### config.mk
export PLATFORM = sky130hd
export DESIGN_NAME = fixed_point_mac_accumulator
export DESIGN_NICKNAME = d
export VERILOG_FILES = /design/src/rtl/fixed_point_mac_accumulator.sv
export SDC_FILE = /design/constraint.sdc
export NUM_CORES = 1
export LEC_CHECK = 0
export ABC_AREA = 1
export CORE_ASPECT_RATIO = 1.5
export CORE_MARGIN = 5
export CORE_UTILIZATION = 25
export DETAILED_ROUTE_END_ITERATION = 10
export GPL_ROUTABILITY_DRIVEN = 0
export SYNTH_ARGS = -nofsm -noshare
export SYNTH_HDL_FRONTEND = slang
export SYNTH_SLANG_ARGS = --single-unit
export TNS_END_PERCENT = 10
### constraint.sdc
create_clock -name clk -period 7.19 [get_ports clk]
set_input_delay 0.719 -clock clk [delete_from_list [all_inputs] [get_ports clk]]
set_output_delay 0.719 -clock clk [all_outputs]
set_load 0.01 [all_outputs]
### src/rtl/fixed_point_mac_accumulator.sv
// Accumulates a stream of sign-magnitude products plus a bias in a wider
// two's-complement register and returns a saturated sign-magnitude result.
module fixed_point_mac_accumulator #(
  parameter int BITSIZE = 24,
  parameter int GUARD   = 4,
  parameter int CNT_W   = 8
) (
  input  logic               clk,
  input  logic               rst_n,
  input  logic               in_valid,
  output logic               in_ready,
  input  logic [BITSIZE-1:0] in_data,
  input  logic               in_last,
  input  logic [BITSIZE-1:0] bias,
  output logic               out_valid,
  input  logic               out_ready,
  output logic [BITSIZE-1:0] out_data,
  output logic               out_sat,
  output logic [CNT_W-1:0]   out_count
);

  localparam int ACC_W = BITSIZE + GUARD;
  localparam logic [ACC_W-1:0] ACC_MAX = {1'b0, {(ACC_W-1){1'b1}}};
  localparam logic [ACC_W-1:0] ACC_MIN = {1'b1, {(ACC_W-1){1'b0}}};

  typedef enum logic [1:0] {
    IDLE  = 2'd0,
    ACCUM = 2'd1,
    DONE  = 2'd2
  } state_t;

  state_t               state_q, state_d;
  logic [ACC_W-1:0]     acc_q, acc_d;
  logic [CNT_W-1:0]     cnt_q, cnt_d;
  logic                 out_valid_q, out_valid_d;
  logic [BITSIZE-1:0]   out_data_q, out_data_d;
  logic                 out_sat_q, out_sat_d;
  logic [CNT_W-1:0]     out_count_q, out_count_d;

  logic                 beat_fire;
  logic [ACC_W-1:0]     sum_base;
  logic [ACC_W-1:0]     sum_new;
  logic [CNT_W-1:0]     cnt_new;
  logic [BITSIZE:0]     sm_result;

  // Sign-magnitude to two's complement; -0 maps to 0 naturally.
  function automatic logic [ACC_W-1:0] to_tc(input logic [BITSIZE-1:0] v);
    logic [ACC_W-1:0] m;
    m = {{(GUARD+1){1'b0}}, v[BITSIZE-2:0]};
    return v[BITSIZE-1] ? (~m + 1'b1) : m;
  endfunction

  function automatic logic [ACC_W-1:0] sat_add(input logic [ACC_W-1:0] a,
                                               input logic [ACC_W-1:0] b);
    logic [ACC_W:0] s;
    s = {a[ACC_W-1], a} + {b[ACC_W-1], b};
    if (s[ACC_W] != s[ACC_W-1])
      return s[ACC_W] ? ACC_MIN : ACC_MAX;
    return s[ACC_W-1:0];
  endfunction

  // Returns {sat, sign, magnitude}; the most negative sum still has a valid
  // unsigned magnitude after negation, so the overflow test is a plain OR.
  function automatic logic [BITSIZE:0] to_sm(input logic [ACC_W-1:0] s);
    logic [ACC_W-1:0] mag;
    logic             over;
    mag  = s[ACC_W-1] ? (~s + 1'b1) : s;
    over = |mag[ACC_W-1:BITSIZE-1];
    if (over)
      return {1'b1, s[ACC_W-1], {(BITSIZE-1){1'b1}}};
    return {1'b0, s[ACC_W-1], mag[BITSIZE-2:0]};
  endfunction

  assign in_ready  = (state_q != DONE);
  assign beat_fire = in_valid && in_ready;

  assign sum_base  = (state_q == IDLE) ? to_tc(bias) : acc_q;
  assign sum_new   = sat_add(sum_base, to_tc(in_data));
  assign cnt_new   = (state_q == IDLE) ? CNT_W'(1)
                   : ((cnt_q == {CNT_W{1'b1}}) ? cnt_q : cnt_q + 1'b1);
  assign sm_result = to_sm(sum_new);

  always_comb begin
    state_d     = state_q;
    acc_d       = acc_q;
    cnt_d       = cnt_q;
    out_valid_d = out_valid_q;
    out_data_d  = out_data_q;
    out_sat_d   = out_sat_q;
    out_count_d = out_count_q;
    case (state_q)
      IDLE, ACCUM: begin
        if (beat_fire) begin
          acc_d = sum_new;
          cnt_d = cnt_new;
          if (in_last) begin
            state_d     = DONE;
            out_valid_d = 1'b1;
            out_sat_d   = sm_result[BITSIZE];
            out_data_d  = sm_result[BITSIZE-1:0];
            out_count_d = cnt_new;
          end else begin
            state_d = ACCUM;
          end
        end
      end
      DONE: begin
        if (out_ready) begin
          out_valid_d = 1'b0;
          state_d     = IDLE;
        end
      end
      default: state_d = IDLE;
    endcase
  end

  always_ff @(posedge clk) begin
    if (!rst_n) begin
      state_q     <= IDLE;
      acc_q       <= '0;
      cnt_q       <= '0;
      out_valid_q <= 1'b0;
      out_data_q  <= '0;
      out_sat_q   <= 1'b0;
      out_count_q <= '0;
    end else begin
      state_q     <= state_d;
      acc_q       <= acc_d;
      cnt_q       <= cnt_d;
      out_valid_q <= out_valid_d;
      out_data_q  <= out_data_d;
      out_sat_q   <= out_sat_d;
      out_count_q <= out_count_d;
    end
  end

  assign out_valid = out_valid_q;
  assign out_data  = out_data_q;
  assign out_sat   = out_sat_q;
  assign out_count = out_count_q;

endmodule

* Yosys cells after proc, flatten, opt, wreduce, memory -nomap -nowiden *
Index checks and enable logic that the tools add are counted.

word-level totals
  flip-flop bits (word level) = 72
  output and inout bits = 35
  input port bits = 53
  logic and storage cells = 53

cells by class
  multiplexer cells = 21
  bitwise gates (word level) = 3
  equal/unequal tests = 8
  add/subtract/negate cells = 5
  reductions and logical operators = 9

operators by type and width
  kind                     count
  $mux W28                 7
  $add A28 B1 Y28 const B  3
  $not A23 Y28             2
  $mux W25                 2
  $add A28 B28 Y29         1
  $not A28 Y28             1
  $mux W8                  2
  $add A8 B1 Y8 const B    1
  $eq A8 B8 Y1 const B     1
  $ne A2 B2 Y1 const B     4
  $mux W2                  3
  $mux W1                  5
  $reduce_or A5 Y1         1
  $pmux W2 S2              1
  $reduce_and A2 Y1        2
  $reduce_and A4 Y1        1
  $reduce_and A3 Y1        1
  $eq A2 B1 Y1 const B     1
  $eq A2 B2 Y1 const B     1
  $logic_not A2 Y1         1
  $pmux W1 S2              1
  $reduce_bool A2 Y1       1
  $reduce_or A2 Y1         1
  $logic_and A1 B1 Y1      1
  $ne A1 B1 Y1             1

* Depth between registers and ports, before layout *
  word-level depth = 14
  mapped depth = 50
  gate-level depth less buffers = 45

* Worst setup path before layout *
No wires, ideal clock.

  path type = input -> register
  start point = input in_data[2]
  end point = register out_data_q[1] (netlist: out_data[1])
  path buffers = 5
  slack = 0.470 ns
  arrival time = 6.611 ns
  data required time = 7.081 ns
  setup time = 0.109 ns
  stages on the path = 43
  path through = nor3_1 > nand3_1 > nor3_1 > nand2_1 > nor4_1 > nand3_1 > or4_1 > o21ai_1 > xor2_1 > ha_1 > nand2_1 > nor2_1 > nand2_1 > nor2_1 > nand2_1 > nand2_1 > a21oi_1 > o21bai_1 > [7 not listed] > buf_1 > o21ai_0 > inv_1 > ha_1 > nand2_1 > inv_1 > nand4_1 > nor2_2 > nand3_1 > nand2_2 > nand2_1 > nand2_1 > nand3_2 > nor2_4 > buf_4 > nand3_2 > nand2_1 > inv_1

on the way
  cells in the longest elaborated chain, start to end = 13
  elaborated cells between the ends (all ways) = 15
  classes of those cells = add/sub: 3; eq/ne: 1; mux: 8; bitwise: 2; reduce/logical: 1

ends and longest elaborated chain
  element                                          line    RTL
  from (decl)                                      12      input logic [BITSIZE-1:0] in_data,
  $not A23 Y28                                     50      return v[BITSIZE-1] ? (~m + 1'b1) : m;
  $add A28 B1 Y28                                  50
  $mux W28 *                                       50
  $add A28 B28 Y29 *                               56      s = {a[ACC_W-1], a} + {b[ACC_W-1], b};
  $mux W28 / $ne A1 B1 Y1 (equally long branches)  58, 57
  $mux W28 / $mux W1 (equally long branches)       57      if (s[ACC_W] != s[ACC_W-1])
  $mux W28 *                                       59      return s[ACC_W-1:0];
  $not A28 Y28                                     67      mag = s[ACC_W-1] ? (~s + 1'b1) : s;
  $add A28 B1 Y28                                  67
  $mux W28 *                                       67
  $reduce_or A5 Y1                                 68      over = |mag[ACC_W-1:BITSIZE-1];
  $mux W1                                          69      if (over)
  $mux W25 *                                       71      return {1'b0, s[ACC_W-1], mag[BITSIZE-2:0]};
  to (signal assigned)                             131     out_data_q <= out_data_d;
  to (decl)                                        36      logic [BITSIZE-1:0] out_data_q, out_data_d;

Every way passes the cells marked *; elsewhere a longest branch is shown, timed or not. The select of a mux whose other input is x is not followed.
A chain may end at the register's enable or synchronous reset.

* Worst setup path in the final report *
  start point = input bias[1]
  end point = register out_data_q[13] (netlist: out_data[13])

on the way
  cells in the longest elaborated chain, start to end = 14
  elaborated cells between the ends (all ways) = 16
  classes of those cells = add/sub: 3; eq/ne: 1; mux: 9; bitwise: 2; reduce/logical: 1

ends and longest elaborated chain
  element                                          line    RTL
  from (decl)                                      14      input logic [BITSIZE-1:0] bias,
  $not A23 Y28                                     50
  $add A28 B1 Y28                                  50
  $mux W28 *                                       50
  $mux W28 *                                       77      assign sum_base = (state_q == IDLE) ? to_tc(bias) : acc_q;
  $add A28 B28 Y29 *                               56
  $mux W28 / $ne A1 B1 Y1 (equally long branches)  58, 57
  $mux W28 / $mux W1 (equally long branches)       57
  $mux W28 *                                       59
  $not A28 Y28                                     67
  $add A28 B1 Y28                                  67
  $mux W28 *                                       67
  $reduce_or A5 Y1                                 68
  $mux W1                                          69
  $mux W25 *                                       71

Marked as above.

==> metrics.md <==
| Metric | Value |
|---|---|
| Die width | `150 um` |
| CORE AREA | `0.0293 mm2` |
| Syn Nets | `1335` |
| HP Class | `reg -> reg` |
| CP peak stage delay | `420 ps` |
| Final worst slack | `551 ps` |
| Cell Area, Synth | `0.00738 mm2` |
| Rel. slew slack | `34.1%` |
| Critical-path top delay cell | `clkdlybuf4s50_1` |
| Largest net degree at the start of global routing | `51` |
| Total grt overflow | `0` |
| Synth Area in Compound Gates | `16.0%` |
| Max Fclk | `151 MHz` |
| Critical Path Source Type | `input pin` |
| CTS root buffer | `clkbuf_16` |
| Total Routed Length | `25100 um` |
| PwrDens | `351 mW/mm2` |
| CP required | `7420 ps` |
| Syn Area/Cell | `5.91 um2` |
| CTS Hold Bufs | `0` |
| P_leak | `4.76 nW` |
| FP Rows | `77` |
| Mux share of post-synthesis cell area | `0%` |
| Yosys reg bits | `72` |
| First-pass GRT wire length | `39700 um` |
| CP max FO | `7` |
| Yosys warnings | `0` |
| Vias | `8174` |
| Port bufs | `87` |
| Die area | `0.0331 mm2` |
| CTS Sinks | `72` |
| Diode count | `0` |
| Post-route ant nets | `0` |
| Layout cell share with drive strength beyond 1 | `11.8%` |
| Initial DRC Count | `485` |
| Vias in the first global route | `7809` |
| HPWL Detailed | `20900 um` |
| Layout area overhead | `29.9%` |
| CTS Buf Count | `9` |
| Final Hold Slack | `519 ps` |
| Dpl ws | `-38.0 ps` |
| CP most frequent cell | `nand2_1` |
| Crit share post-route | `92.3%` |
| DRC | `0` |
| Minimum clock period after layout | `6640 ps` |
| CTS tree | `done` |
| Synth Area in XOR/XNOR | `7.72%` |
| Clock buffer depth | `2` |
| Post-synthesis simple-gate area fraction | `37.3%` |
| Fin nets | `1467` |
| Post-synth ARST share | `0%` |
| Filler cells | `3279` |
| Largest family of logic cells by synthesized area | `simple AND/OR/NAND/NOR gates` |
| Via density | `4.59` |
| Worst-Skew Late Latency | `340 ps` |
| Total iterations of the first detailed-routing run | `5` |
| Reg clk slew, reported paths | `60 ps` |
| CTS H-tree depth | `3` |
| Top_reg_cell synth | `dfxtp_1` |
| Die height | `220 um` |
| Final setup violation count | `0` |
| I/O pin cnt | `88` |
| Synth cell types | `45` |
| Adder-cell share of the synthesized area | `6.04%` |
| Initial core utilization | `25.2%` |
| Worst slew pin tran | `986 ps` |
| Final Hold Fails | `0` |
| Total GRT Usage | `14.9%` |
| Top post-synthesis cells by area | `dfxtp_1 20%, nand2_1 15%, inv_1 10%` |
| Fin util | `32.7%` |
| Final Max Tran Viols | `0` |
| Buffers & Inverters on Critical Path | `10` |
| Top delay family on crit path | `simple AND/OR/NAND/NOR gates` |
| Clock Skew | `14.2 ps` |
| Detailed-route wire length per cell | `14.1 um` |
| Area share of the largest cell type after synthesis | `19.5%` |
| Sequential fraction of the synthesis area | `19.5%` |
| Setup TNS | `0 ps` |
| Status | `completed` |
| Setup CP Type | `in -> reg` |
| Crit path DAT | `6870 ps` |
| Initial antenna violation count | `0` |
| Synth area leader | `dfxtp_1` |
| Post-synth EDFFs | `0` |
| Crit path capture type | `flip-flop` |
| Cells after Synth | `1247` |
| Max Cap Viol | `0` |
| Worst VDD drop | `0.000180 V` |
-- layout make-up --
cell class	instances	area, um2	area share [%]
Clock buffer	9	225	2.35
Clock inverter	7	66.3	0.692
Inverter	208	781	8.15
Multi-Input combinational cell	925	5040	52.6
Sequential cell	72	1440	15.0
Tap cell	395	494	5.16
Timing Repair Buffer	163	1530	16.0
-- Yosys cell counts, types with 2 or more instances --
| cell type | number |
|---|---|
| nand2_1 | 287 |
| inv_1 | 200 |
| nor2_1 | 157 |
| a21oi_1 | 84 |
| o21ai_0 | 82 |
| nand3_1 | 75 |
| dfxtp_1 | 72 |
| xor2_1 | 44 |
| ha_1 | 34 |
| clkbuf_1 | 32 |
| nand3_2 | 26 |
| o21a_1 | 24 |
| xnor2_1 | 21 |
| nor3_1 | 15 |
| nand4_1 | 11 |
| nand3b_1 | 8 |
| nand2_2 | 7 |
| nor2_2 | 7 |
| o211ai_1 | 7 |
| inv_2 | 6 |
| nor4_1 | 6 |
| buf_6 | 5 |
| o21bai_1 | 5 |
| o21ai_1 | 3 |
| o31ai_1 | 3 |
| or2_2 | 3 |
| a21o_1 | 2 |
| buf_1 | 2 |
| clkinv_1 | 2 |
| or2_1 | 2 |
-- per-stage QoR --
| step | area (um2) | power [mW] | instances |
|---|---|---|---|
| 2_1_floorplan | 7380 | 2.01 | 1247 |
| 3_3_place_gp | 9110 | 2.82 | 1757 |
| 3_5_place_dp | 9110 | 2.84 | 1757 |
| 4_1_cts | 9410 | 3.29 | 1773 |
| 5_1_grt | 9580 | 3.63 | 1779 |
| 6_report | 9580 | 3.36 | 1779 |
-- worst reg2reg max path, delay by kind of cell (launching register included) --
family / cells / cell delay (ps)
compound gates: 4 / 620
flops: 1 / 330
buf+inv: 8 / 1060
fa+ha+maj: 3 / 730
simple gates: 21 / 2280
xor+xnor: 1 / 200
-- where the power goes --
group | internal [mW] | total (mW) | switching, mW
Combinational | 0.942 | 2.43 | 1.49
Clock | 0.244 | 0.440 | 0.196
Sequential | 0.457 | 0.490 | 0.0331
Total | 1.64 | 3.36 | 1.72
-- state kept, by name (all words and copies together) (netlist names) --
name,count
acc_q,28
cnt_q,8
out_count,8
out_data,24
out_sat,1
out_valid,1
state_q,2
-- kinds of logic after synthesis --
family          Yosys count
fa+ha+maj                35
buf+inv                 250
compound gates          213
simple gates            612
xor+xnor                 65
flops                    72
-- cell usage in the layout, fill, tap and decap left out, drive strengths merged, types with 12 or more instances in the layout --
cell and count:
nor3 16, ha 34, clkdlybuf4s50 87, xnor2 21, o21ai 85, dfxtp 72, xor2 44, buf 74
a21oi 85, nand2 294, o21a 24, inv 212, nor2 165, nand3 102, nand4 12
-- metal layers --
metal  up-vias  share of wire (%)  global-route usage (%)
met5         -                  0                       0
met4         0                4.5                    6.84
met3        44                3.6                    1.68
met2       188                 51                    27.4
met1      3715                 41                    17.1
li1       4227                  -                       -
-- final timing paths --
| kind | startpoint | to | slack, ps | cells past startpoint |
|---|---|---|---|---|
| worst max-delay path | bias[1] | out_data[13] | 550 | 45 |
| worst min register to register | acc_q[18] | acc_q[18] | 520 | 2 |
| worst min-delay path | acc_q[18] | acc_q[18] | 520 | 2 |
| worst max register to register | state_q[0] | out_data[13] | 1850 | 37 |
-- repair_timing --
item,CTS,global route
gates resized for setup,0,18
endpoints found under the setup margin,0,24
hold endpoints to repair,0,0
buffers inserted,0,3
Note: power is estimated with default switching activity, not from simulation.
